File: config.mk
export PLATFORM = sky130hd
export DESIGN_NAME = apb_i2c_regfile
export DESIGN_NICKNAME = d
export VERILOG_FILES = /design/src/rtl/apb_i2c_regfile.sv
export SDC_FILE = /design/constraint.sdc
export NUM_CORES = 1
export LEC_CHECK = 0
export CORE_MARGIN = 3
export CORE_UTILIZATION = 50
export DETAILED_ROUTE_END_ITERATION = 7
export PLACE_DENSITY_LB_ADDON = 0.3
export RECOVER_POWER = 25
export SLEW_MARGIN = 40
export SYNTH_ARGS = -nofsm -noshare
export SYNTH_HDL_FRONTEND = slang
export SYNTH_SLANG_ARGS = --single-unit
export TNS_END_PERCENT = 10
File: constraint.sdc
create_clock -name PCLK -period 5.2 [get_ports PCLK]
set_input_delay 0.78 -clock PCLK [delete_from_list [all_inputs] [get_ports PCLK]]
set_output_delay 0.78 -clock PCLK [all_outputs]
set_load 0.01 [all_outputs]
File: src/rtl/apb_i2c_regfile.sv
// APB slave register file sitting between the APB bus and the I2C master core.
// Holds CTRL / PRESCALE / SADDR, a small TX staging queue, START/STOP command
// pulses, RX pop-on-read and a STATUS readback. Reads take one wait state.
// Optional feature: define APB_I2C_IRQ_EN to enable the IRQ_MASK register and irq.
//
// state    | meaning
// ---------+-----------------------------------------------------------
// ST_IDLE  | no transfer in flight, waiting for an APB setup phase
// ST_RWAIT | read wait state: read mux captured into PRDATA, PREADY low
// ST_DONE  | access phase completes (PREADY high while PSEL & PENABLE)

module apb_i2c_regfile #(
    parameter int                DATA_W       = 8,
    parameter int                ADDR_W       = 4,
    parameter int                TXQ_DEPTH    = 4,
    parameter logic [DATA_W-1:0] PRESCALE_RST = DATA_W'(8'h04)
) (
    input  logic              PCLK,
    input  logic              PRESET,
    input  logic              PSEL,
    input  logic              PENABLE,
    input  logic              PWRITE,
    input  logic [ADDR_W-1:0] PADDR,
    input  logic [DATA_W-1:0] PWDATA,
    output logic [DATA_W-1:0] PRDATA,
    output logic              PREADY,
    output logic              PSLVERR,
    output logic [DATA_W-1:0] tx_data,
    output logic              tx_valid,
    input  logic              tx_ready,
    input  logic [DATA_W-1:0] rx_data,
    input  logic              rx_valid,
    output logic              rx_pop,
    input  logic [7:0]        core_status,
    output logic              ctrl_en,
    output logic              ctrl_rw,
    output logic              cmd_start,
    output logic              cmd_stop,
    output logic [6:0]        slave_addr,
    output logic [DATA_W-1:0] prescale,
    output logic              irq
);

    localparam int             PTR_W        = $clog2(TXQ_DEPTH);
    localparam logic [PTR_W:0] TXQ_FULL_CNT = (PTR_W+1)'(TXQ_DEPTH);

    localparam logic [2:0] A_CTRL     = 3'd0;
    localparam logic [2:0] A_CMD      = 3'd1;
    localparam logic [2:0] A_PRESCALE = 3'd2;
    localparam logic [2:0] A_SADDR    = 3'd3;
    localparam logic [2:0] A_TXDATA   = 3'd4;
    localparam logic [2:0] A_RXDATA   = 3'd5;
    localparam logic [2:0] A_STATUS   = 3'd6;
    localparam logic [2:0] A_IRQMASK  = 3'd7;

    typedef enum logic [1:0] {ST_IDLE, ST_RWAIT, ST_DONE} state_t;

    state_t            state_q, state_d;
    logic [DATA_W-1:0] prdata_q, prdata_d;
    logic              rd_err_q, rd_err_d;
    logic              rx_pop_q, rx_pop_d;
    logic              cmd_start_q, cmd_start_d;
    logic              cmd_stop_q, cmd_stop_d;
    logic [1:0]        ctrl_q, ctrl_d;
    logic [DATA_W-1:0] prescale_q, prescale_d;
    logic [6:0]        saddr_q, saddr_d;
    logic [DATA_W-1:0] txq_mem_q [TXQ_DEPTH];
    logic [DATA_W-1:0] txq_mem_d [TXQ_DEPTH];
    logic [PTR_W-1:0]  wr_ptr_q, wr_ptr_d;
    logic [PTR_W-1:0]  rd_ptr_q, rd_ptr_d;
    logic [PTR_W:0]    count_q, count_d;

    logic              access, wr_acc, rd_acc, unmapped;
    logic [2:0]        reg_idx;
    logic              txq_empty, txq_full;
    logic              wr_err, rd_err_now;
    logic              txq_push, txq_pop, txq_flush;
    logic [DATA_W-1:0] rd_mux, status_word, irq_mask_rd;
    logic              unused_bits;

    assign unmapped    = |(PADDR >> 3);
    assign reg_idx     = PADDR[2:0];
    assign access      = (state_q == ST_DONE) && PSEL && PENABLE;
    assign wr_acc      = access && PWRITE;
    assign rd_acc      = access && !PWRITE;
    assign txq_empty   = (count_q == '0);
    assign txq_full    = (count_q == TXQ_FULL_CNT);
    assign status_word = DATA_W'({core_status[7:5], 2'b00, txq_full, txq_empty, rx_valid});
    assign unused_bits = ^core_status[4:0];

    // Full is judged on the registered count, i.e. before any same-cycle pop.
    assign wr_err     = unmapped || ((reg_idx == A_TXDATA) && txq_full);
    assign rd_err_now = unmapped || ((reg_idx == A_RXDATA) && !rx_valid);

    assign txq_push  = wr_acc && !unmapped && (reg_idx == A_TXDATA) && !txq_full;
    assign txq_pop   = !txq_empty && tx_ready;
    assign txq_flush = wr_acc && !unmapped && (reg_idx == A_CMD) && PWDATA[2];

    assign PRDATA     = prdata_q;
    assign PREADY     = access;
    assign PSLVERR    = access && (PWRITE ? wr_err : rd_err_q);
    assign tx_data    = txq_mem_q[rd_ptr_q];
    assign tx_valid   = !txq_empty;
    assign rx_pop     = rx_pop_q;
    assign ctrl_en    = ctrl_q[0];
    assign ctrl_rw    = ctrl_q[1];
    assign cmd_start  = cmd_start_q;
    assign cmd_stop   = cmd_stop_q;
    assign slave_addr = saddr_q;
    assign prescale   = prescale_q;

    // Read data mux, sampled into PRDATA during the wait state.
    always_comb begin
        rd_mux = '0;
        if (!unmapped) begin
            case (reg_idx)
                A_CTRL:     rd_mux = DATA_W'(ctrl_q);
                A_PRESCALE: rd_mux = prescale_q;
                A_SADDR:    rd_mux = DATA_W'(saddr_q);
                A_RXDATA:   rd_mux = rx_valid ? rx_data : '0;
                A_STATUS:   rd_mux = status_word;
                A_IRQMASK:  rd_mux = irq_mask_rd;
                default:    rd_mux = '0;
            endcase
        end
    end

    // APB transfer FSM: next state.
    always_comb begin
        state_d = state_q;
        case (state_q)
            ST_IDLE: begin
                if (PSEL && !PENABLE) state_d = PWRITE ? ST_DONE : ST_RWAIT;
            end
            ST_RWAIT: state_d = PSEL ? ST_DONE : ST_IDLE;
            ST_DONE:  state_d = ST_IDLE;
            default:  state_d = ST_IDLE;
        endcase
    end

    // Register writes, command pulses, read capture and TX queue bookkeeping.
    always_comb begin
        prdata_d    = prdata_q;
        rd_err_d    = rd_err_q;
        ctrl_d      = ctrl_q;
        prescale_d  = prescale_q;
        saddr_d     = saddr_q;
        txq_mem_d   = txq_mem_q;
        wr_ptr_d    = wr_ptr_q;
        rd_ptr_d    = rd_ptr_q;
        count_d     = count_q;
        rx_pop_d    = rd_acc && !unmapped && (reg_idx == A_RXDATA) && !rd_err_q;
        cmd_start_d = wr_acc && !unmapped && (reg_idx == A_CMD) && PWDATA[0];
        cmd_stop_d  = wr_acc && !unmapped && (reg_idx == A_CMD) && PWDATA[1];

        if (state_q == ST_RWAIT && PSEL) begin
            prdata_d = rd_mux;
            rd_err_d = rd_err_now;
        end

        if (wr_acc && !unmapped) begin
            case (reg_idx)
                A_CTRL:     ctrl_d     = PWDATA[1:0];
                A_PRESCALE: prescale_d = PWDATA;
                A_SADDR:    saddr_d    = PWDATA[6:0];
                default:    ;
            endcase
        end

        // Flush overrides any push or pop landing in the same cycle.
        if (txq_flush) begin
            wr_ptr_d = '0;
            rd_ptr_d = '0;
            count_d  = '0;
        end else begin
            if (txq_push) begin
                txq_mem_d[wr_ptr_q] = PWDATA;
                wr_ptr_d            = wr_ptr_q + PTR_W'(1);
            end
            if (txq_pop) rd_ptr_d = rd_ptr_q + PTR_W'(1);
            if (txq_push && !txq_pop) count_d = count_q + (PTR_W+1)'(1);
            if (!txq_push && txq_pop) count_d = count_q - (PTR_W+1)'(1);
        end
    end

    // State and register flops, synchronous reset.
    always_ff @(posedge PCLK) begin
        if (PRESET) begin
            state_q     <= ST_IDLE;
            prdata_q    <= '0;
            rd_err_q    <= 1'b0;
            rx_pop_q    <= 1'b0;
            cmd_start_q <= 1'b0;
            cmd_stop_q  <= 1'b0;
            ctrl_q      <= '0;
            prescale_q  <= PRESCALE_RST;
            saddr_q     <= '0;
            wr_ptr_q    <= '0;
            rd_ptr_q    <= '0;
            count_q     <= '0;
            for (int i = 0; i < TXQ_DEPTH; i++) txq_mem_q[i] <= '0;
        end else begin
            state_q     <= state_d;
            prdata_q    <= prdata_d;
            rd_err_q    <= rd_err_d;
            rx_pop_q    <= rx_pop_d;
            cmd_start_q <= cmd_start_d;
            cmd_stop_q  <= cmd_stop_d;
            ctrl_q      <= ctrl_d;
            prescale_q  <= prescale_d;
            saddr_q     <= saddr_d;
            wr_ptr_q    <= wr_ptr_d;
            rd_ptr_q    <= rd_ptr_d;
            count_q     <= count_d;
            txq_mem_q   <= txq_mem_d;
        end
    end

`ifdef APB_I2C_IRQ_EN
    // Mask bit 2 gates arb_lost so all three interrupt sources are maskable.
    logic [2:0] irq_mask_q, irq_mask_d;
    logic       irq_q, irq_d;

    assign irq_mask_rd = DATA_W'(irq_mask_q);
    assign irq         = irq_q;

    // Interrupt mask write and registered level interrupt.
    always_comb begin
        irq_mask_d = irq_mask_q;
        if (wr_acc && !unmapped && (reg_idx == A_IRQMASK)) irq_mask_d = PWDATA[2:0];
        irq_d = (irq_mask_q[0] && rx_valid) ||
                (irq_mask_q[1] && txq_empty) ||
                (irq_mask_q[2] && core_status[6]);
    end

    // Interrupt flops.
    always_ff @(posedge PCLK) begin
        if (PRESET) begin
            irq_mask_q <= '0;
            irq_q      <= 1'b0;
        end else begin
            irq_mask_q <= irq_mask_d;
            irq_q      <= irq_d;
        end
    end
`else
    assign irq_mask_rd = '0;
    assign irq         = 1'b0;
`endif

endmodule

# Word level (Yosys, flattened, before mapping)
# Cells that the tools add are included.
[op_classes] n_reduce_logical=43 n_bitwise=3 eq_ne=10 order_cmp=3 n_addsub=4 n_mux=16
[ops] operator="8-bit 2-to-1 mux" count=5
[ops] operator="8-bit case mux with 5 select lines" count=1
[ops] operator="32-bit bitwise mux" count=1
[ops] operator="1-bit logical AND" count=23
[ops] operator="8-bit binary-select mux with 2-bit select" count=1
[ops] operator="8-bit demux with 2-bit select" count=1
[ops] operator="3-bit == test, second input constant" count=4
[ops] operator="1-bit logical NOT" count=9
[ops] operator="2-bit AND reduction" count=4
[ops] operator="3-bit by 2-bit == test with 1-bit output, second input constant" count=2
[ops] operator="3-bit >= comparator, second input constant" count=2
[ops] operator="3-bit logical NOT" count=2
[ops] operator="2-bit 2-to-1 mux" count=3
[ops] operator="3-bit 2-to-1 mux" count=2
[ops] operator="2-bit NOT with 3-bit output" count=2
[ops] operator="2-bit by 1-bit adder with 2-bit output, second input constant" count=2
[ops] operator="2-bit case mux with 2 select lines" count=1
[ops] operator="3-bit by 1-bit adder with 3-bit output, second input constant" count=1
[ops] operator="3-bit by 1-bit == test with 1-bit output, second input constant" count=1
[ops] operator="3-bit by 1-bit < comparator with 1-bit output, second input constant" count=1
[ops] operator="3-bit by 1-bit subtractor with 3-bit output, second input constant" count=1
[ops] operator="2-bit by 1-bit == test with 1-bit output, second input constant" count=1
[ops] operator="2-bit == test, second input constant" count=1
[ops] operator="2-bit logical NOT" count=1
[ops] operator="other kinds (6)" count=7
[totals] input_bits=35 regBits=70

# Depth between registers and ports, before layout
[depth] ltp_word=10 ltp_mapped=11 mapped_depth_nobuf=10

# Least setup slack after synthesis
# Ideal clock, no wire load.
[synth_path] path_kind="input -> register" start="in PADDR[1]" end="reg count_q[1]" cell_stages=10 setup_slack_ps=2309 arrival_time_ps=2827 path_cell_list="clkbuf_2 > or3b_4 > nor4_4 > inv_1 > ha_1 > inv_1 > fa_1 > nor2_1 > a21oi_1 > nor2_1"
[synth_via] elab_chain_len=6 word_cells_on_any_way=12 cone_classes="eq/ne: 2; mux: 1; reduce/logical: 9"
[synth_rtl] item="from (decl)" line="23" rtl="input logic [ADDR_W-1:0] PADDR,"
[synth_rtl] item="3-bit == test" line="95" rtl="assign txq_push = wr_acc && !unmapped && (reg_idx == A_TXDATA) && !txq_full;"
[synth_rtl] item="1-bit logical AND (2 in a row)" line="95"
[synth_rtl] item="1-bit logical NOT" line="182" rtl="if (!txq_push && txq_pop) count_d = count_q - (PTR_W+1)'(1);"
[synth_rtl] item="1-bit logical AND" line="182"
[synth_rtl] item="3-bit 2-to-1 mux or 2-bit nonzero test (tied branches)"
[synth_rtl] item="to (signal assigned)" line="214" rtl="count_q <= count_d;"
[synth_rtl] item="to (decl)" line="71" rtl="logic [PTR_W:0] count_q, count_d;"
# Parallel ways exist; a longest one is shown, timed or not.
# A chain may end at the register's enable or synchronous reset.

# Worst setup path after layout
[layout_path] start="in PADDR[2]" end="reg count_q[1]"
# The elaborated chain is that of the path after synthesis.

==> results.sh <==
export IMPL_outcome="completed"
export IMPL_clk_latency_ns=0.35
export IMPL_power_density_nw_per_um2=247
export IMPL_p_leak_nw=1.76
export IMPL_drt_iter0_drc=121
export IMPL_clk_pin_slew_ns=0.07
export IMPL_cp_max_fo=13
export IMPL_regArea_um2=1400
export IMPL_synth_seq_cells=70
export IMPL_worstSetupPathType="in -> reg"
export IMPL_floorplan_initialDensity_pct=52.0
export IMPL_dieArea_um2=7700
export IMPL_post_cts_setup_buffers=0
export IMPL_r2r_cells=11
export IMPL_postCtsHoldBufs=0
export IMPL_final_max_slew_viol_count=0
export IMPL_syn_num_nets=370
export IMPL_detail_route_antenna_nets=0
export IMPL_synth_area_per_cell_um2=10.2
export IMPL_fmax_ghz=0.280
export IMPL_grt_usage_pct=20.9
export IMPL_grt_overflow=0
export IMPL_synth_cell_types=48
export IMPL_antenna_found_initial=0
export IMPL_hp_class="reg -> reg"
export IMPL_cp_arrival_ns=3.85
export IMPL_avgViaCountPerCell=5.28
export IMPL_cts_buffers=9
export IMPL_cp_slowest_cell="dlygate4sd3_1"
export IMPL_holdPathStages=2
export IMPL_hpwl_um=5210
export IMPL_die_w_um=87.8
export IMPL_n_antenna_cell=0
export IMPL_setup_viol=0
export IMPL_drive_above_1_share_pct=10.8
export IMPL_num_fill_cells=510
export IMPL_cts_resized_gates=0
export IMPL_finalCriticalPeriod_ns=3.57
export IMPL_grt_pass1_wl_um=12500
export IMPL_yosysWarningCount=0
export IMPL_port_buffers=68
export IMPL_nets=436
export IMPL_cp_depth=12
export IMPL_clockBufferDepth=2
export IMPL_syn_inst=329
export IMPL_critPathLaunchType="input port"
export IMPL_fin_tns_setup_ns=0
export IMPL_gp_congestion=0.796
export IMPL_syn_area_um2=3340
export IMPL_firstDrtPassIters=4
export IMPL_cp_required_ns=5.48
export IMPL_core_area_um2=6420
export IMPL_cts_root_buf="clkbuf_8"
export IMPL_clock_sinks=70
export IMPL_routed_wl_um=7350
export IMPL_crit_family="buffers and inverters"
export IMPL_worst_clock_skew_ns=0.00938
export IMPL_tritoncts="yes"
export IMPL_multiInputGateArea_um2=1820
export IMPL_rows=29
export IMPL_relSlewSlack_pct=47.9
export IMPL_io_pins=75
export IMPL_drcViolationCount=0
export IMPL_critPathBufInv=5
export IMPL_drv_cap=0
export IMPL_hold_viol=0
export IMPL_cp_cell_sequence="dlygate4sd3_1 > clkbuf_1 > or3b_4 > nor4_4 > buf_4 > inv_1 > ha_1 > inv_1 > fa_1 > nor2_1 > a21oi_1 > nor2_1"
export IMPL_ctsHtreeMaxLevel=3
export IMPL_grt_pass1_vias=2660
export IMPL_routedWlPerCell_um=15.4
export IMPL_rsz0062_at_grt="no"
export IMPL_slowest_delay_ns=0.76
export IMPL_vias=2519
export IMPL_critPathCaptureType="flop"
export IMPL_grt_max_degree=68
export IMPL_die_height_um=87.8
export IMPL_timing_hold_ws_ns=0.460
export IMPL_min_period_over_period_pct=68.6
export IMPL_tightestPinTransition_ns=0.775
export IMPL_ys_seq_area_share_pct=41.9
export IMPL_synthToLayoutAreaGrowth_pct=27.3
export IMPL_ir_drop_uv=171
==> power by group <==
part	switching, mW	internal [mW]	total (mW)
sequential	0.000711	0.536	0.537
combinational	0.0351	0.0350	0.0701
clock	0.220	0.222	0.442
total	0.256	0.793	1.05
==> kinds of logic (layout without fill, tap and decap cells) <==
kind of cell    Yosys count  count (layout)  share of synthesized area (%)
xor+xnor                  6               6                           1.57
other cells               1               1                          0.112
flops                    70              70                           41.9
fa+ha+maj                 6               6                           2.47
buf+inv                  27              98                           3.63
compound gates           27              27                           5.24
simple gates            128             128                           22.8
mux                      64              64                           22.3
==> sequential cells by signal, indices dropped and copies added, names as in the netlist <==
register    flops
PRDATA          8
cmd_start       1
cmd_stop        1
count_q         3
ctrl_q          2
prescale        8
rd_err_q        1
rd_ptr_q        2
rx_pop          1
slave_addr      7
state_q         2
txq_mem_q      32
wr_ptr_q        2
==> worst register-to-register path, stage by stage (launching register included) <==
cell and delay [ns]:
dfxtp_1 0.35, nor3b_1 0.58, nor4_4 0.08, buf_4 0.21, inv_1 0.07, ha_1 0.17, inv_1 0.06, fa_1 0.38
xor2_1 0.17, nor2_1 0.11, xnor2_1 0.13, nor2_1 0.05
==> path summary, 6_finish.rpt <==
path	from	endpoint	slack (ns)
worst max-delay path	PADDR[2]	count_q[1]	1.63
worst min-delay path	PRDATA[7]	PRDATA[7]	0.46
worst max register to register	count_q[0]	count_q[2]	2.72
worst min register to register	PRDATA[7]	PRDATA[7]	0.46
==> cell usage after synthesis (all sizes together) <==
master	n	area [um^2]
fa	1	20.0
nand3	2	10.0
buf	6	41.3
a221oi	2	17.5
nor4b	3	26.3
nand3b	1	7.51
conb	1	3.75
nor3b	2	15.0
nand2	12	70.1
clkbuf	11	42.5
nand4b	1	23.8
dfxtp	70	1400
or4	2	17.5
a21boi	2	15.0
o31ai	2	15.0
or3b	1	11.3
inv	10	37.5
or2b	1	7.51
nor4	3	48.8
o21ai	7	35.0
xor2	3	26.3
mux2	3	33.8
a211oi	2	15.0
xnor2	3	26.3
mux4	8	180
and3b	2	17.5
a21o	1	7.51
and2	3	20.0
nor2	42	158
and3	1	6.26
nor3	4	20.0
a222oi	2	20.0
mux2i	53	531
ha	5	62.6
a21oi	7	35.0
a31oi	1	6.26
nand2b	45	282
nor2b	1	6.26
o2111ai	1	8.76
or3	2	13.8
==> per-layer routing <==
| layer | global-route usage, % | vias to the layer above | wire length, um |
|---|---|---|---|
| met4 | 7.25 | 0 | 75 |
| met5 | 0 | - | 0 |
| met3 | 7.06 | 5 | 440 |
| met2 | 33.8 | 58 | 3470 |
| met1 | 26.0 | 1193 | 3370 |
| li1 | - | 1263 | - |
==> placed cells by master, fill, tap and decap left out, drive strengths merged, types with 4 or more instances in the layout <==
cell / count
a21oi: 7
buf: 4
clkbuf: 10
clkdlybuf4s50: 42
dfxtp: 70
dlygate4sd3: 25
ha: 5
inv: 10
mux2i: 53
mux4: 8
nand2: 12
nand2b: 45
nor2: 42
nor3: 4
o21ai: 7
==> cell type report <==
class | count | share of cell area, %
flip-flops and latches | 70 | 32.9
clock buffers | 9 | 2.91
inverters | 10 | 0.882
clock inverters | 7 | 1.76
repair buffers | 72 | 16.5
well taps | 77 | 2.26
multi-input cells | 232 | 42.8
==> per-stage QoR <==
step | setup WS, ns | area, um^2 | power [mW] | cells | util (%)
after floorplan | 2.31 | 3340 | 0.586 | 329 | -
after global placement | 1.70 | 4060 | 0.619 | 461 | 63.2
after detailed placement | 1.63 | 4060 | 0.620 | 461 | 63.2
after CTS | 1.74 | 4260 | 1.06 | 477 | 66.3
after global routing | 1.49 | 4260 | 1.09 | 477 | 66.3
final | 1.63 | 4260 | 1.05 | 477 | 66.3
No activity file was read; power rests on OpenSTA's default activity.
==> variant: new RTL, config.mk and constraints unchanged <==
Take the reset off `saddr_q` and load it in a clocked block of its own.
--- a/src/rtl/apb_i2c_regfile.sv
+++ b/src/rtl/apb_i2c_regfile.sv
@@ -194,7 +194,6 @@
             cmd_stop_q  <= 1'b0;
             ctrl_q      <= '0;
             prescale_q  <= PRESCALE_RST;
-            saddr_q     <= '0;
             wr_ptr_q    <= '0;
             rd_ptr_q    <= '0;
             count_q     <= '0;
@@ -208,12 +207,15 @@
             cmd_stop_q  <= cmd_stop_d;
             ctrl_q      <= ctrl_d;
             prescale_q  <= prescale_d;
-            saddr_q     <= saddr_d;
             wr_ptr_q    <= wr_ptr_d;
             rd_ptr_q    <= rd_ptr_d;
             count_q     <= count_d;
             txq_mem_q   <= txq_mem_d;
         end
+    end
+
+    always_ff @(posedge PCLK) begin
+        saddr_q <= saddr_d;
     end
 
 `ifdef APB_I2C_IRQ_EN
Function: differs if PRESET is asserted again (counterexample within 4 cycles, from zero or initial values and one cycle with PRESET high); with PRESET held inactive, the same outputs for 10 cycles.
==> variant against the unedited design <==
- combinational power about the same
- maximum frequency down 1.8%
- clock power up 28%
- wire length up 13%
- cell area down 0.74%
- setup slack worse by 0.064 ns
- die area down 1.0%
- total power up 13%
- synthesized area down 1.1%
- sequential cell count unchanged
==> variant: results (changes against the unedited design) <==
Largest register FFs 32 (unchanged); number of library cell types mapped by synthesis 52 (was 48); global route overflow 0 (unchanged); Commonest cells post-synth 63 x dfxtp_1, 39 x nand2_1, 39 x nand3_1, 37 x a21oi_1, 28 x nor2_1 (was 70 x dfxtp_1, 53 x mux2i_1, 45 x nand2b_1, 42 x nor2_1); Fin Clk Skew 0.006574 ns (was 0.009384 ns); status complete, no violations (unchanged); R2R setup slack 2.69 ns (was 2.72 ns); Most flops, register txq_mem_q (unchanged); drt total wl 8.323 mm (was 7.349 mm); slowest stage delay, CP 0.81 ns (was 0.76 ns); hold path startpoint txq_mem_q[2] (was PRDATA[7]); Critical Path AT 2.85 ns (was 3.85 ns); layout cells sized above 1 8.115% (was 10.75%); CP endpoint PSLVERR (was count_q[1]); CTS Buf Count 9 (unchanged); GRT Util Overall 23.38% (was 20.88%); fin nets 455 (was 436); CTS resizes 0 (unchanged); vias in the first global route 2784 (was 2660); CP Max Fanout 22 (was 13); EDFF count, synth 7 (was 0); gpl congestion 0.7847 (was 0.7955); detailed placer's ending HPWL 5.700 mm (was 5.213 mm); largest net degree at the start of global routing 55 (was 68); diode count 0 (unchanged); leakage 1.552 nW (was 1.757 nW); Hold Path End txq_mem_q[2] (was PRDATA[7]); Ys Warns 0 (unchanged); post-synthesis sequential area ratio 44.53% (was 41.93%); first-pass GRT wire length 13.66 mm (was 12.51 mm); Max VDD drop 214.6 uV (was 170.9 uV); RR Endpoint count_q[2] (unchanged); crit path from PADDR[1] (was PADDR[2]); vias post-DR 2854 (was 2519); Max H-tree Level 3 (unchanged); R2R Path Start count_q[2] (was count_q[0]); Hold Path Class reg2reg (unchanged); post-synth net total 398 (was 370); fillers 488 (was 510); hold slack 0.4517 ns (was 0.4605 ns); main area contributors after synthesis dfxtp_1 38%, edfxtp_1 6.4%, nand3_1 5.9% (was dfxtp_1 42%, mux2i_1 16%, nand2b_1 8.4%); hold path cells 2 (unchanged); # port buffers 68 (unchanged); Worst-Margin Slew 0.7383 ns (was 0.7755 ns); initial antenna violation count 0 (unchanged); Clock Root Buffer clkbuf_8 (unchanged); Clock Path Buffers 2 (unchanged); DR iter-0 viols 198 (was 121); drt pass-1 iters 5 (was 4)
variant: cell types whose count changed after synthesis, moves of 5 or more:
cell / change
nand3_1: +37
mux2i_1: -37
o2bb2ai_1: +6
o21ai_0: -5
clkbuf_1: +6
nand2b_1: -42
edfxtp_1: +7
dfxtp_1: -7
a21oi_1: +30
nand2_1: +31
nor2_1: -14
variant: per-layer routing:
metal | part of all wire (%) | up-vias | track usage (%) | wire length [um]
met5 | 0 | - | 0 | 0
met1 | 42 | 1338 | 29.80 | 3525
li1 | - | 1383 | - | -
met3 | 7.7 | 12 | 5.676 | 638
met4 | 1.7 | 0 | 9.344 | 144
met2 | 48 | 121 | 37.95 | 4014
variant: kinds of logic after synthesis:
group | share of synthesized area, %
compound gates | 11.62
xor+xnor | 1.855
fa+ha+maj | 2.499
buf+inv | 5.414
flops | 44.53
mux | 10.30
other cells | 0.1135
simple gates | 23.67
variant: stage by stage:
step	cell area, um^2	worst slack [ns]	std cells
4_1_cts	4229	1.448	494
3_5_place_dp	3969	1.414	478
3_3_place_gp	3966	1.466	478
2_1_floorplan	3304	2.393	357
6_report	4224	1.567	494
5_1_grt	4224	1.432	494
variant: power breakdown:
part	internal [mW]	switching [mW]	total [mW]	leakage [nW]
Combinational	0.0308	0.0395	0.0703	0.855
Clock	0.364	0.201	0.565	0.127
Sequential	0.545	0.000979	0.546	0.570
Total	0.940	0.241	1.18	1.55
variant: final cells by class:
cell class | count | area [um^2] | share of cell area [%]
flip-flops and latches | 70 | 1471 | 34.83
multi-input cells | 248 | 1654 | 39.16
repair buffers | 70 | 688.2 | 16.29
inverters | 15 | 56.30 | 1.333
clock buffers | 9 | 123.9 | 2.932
well taps | 75 | 93.84 | 2.222
clock inverters | 7 | 136.4 | 3.229
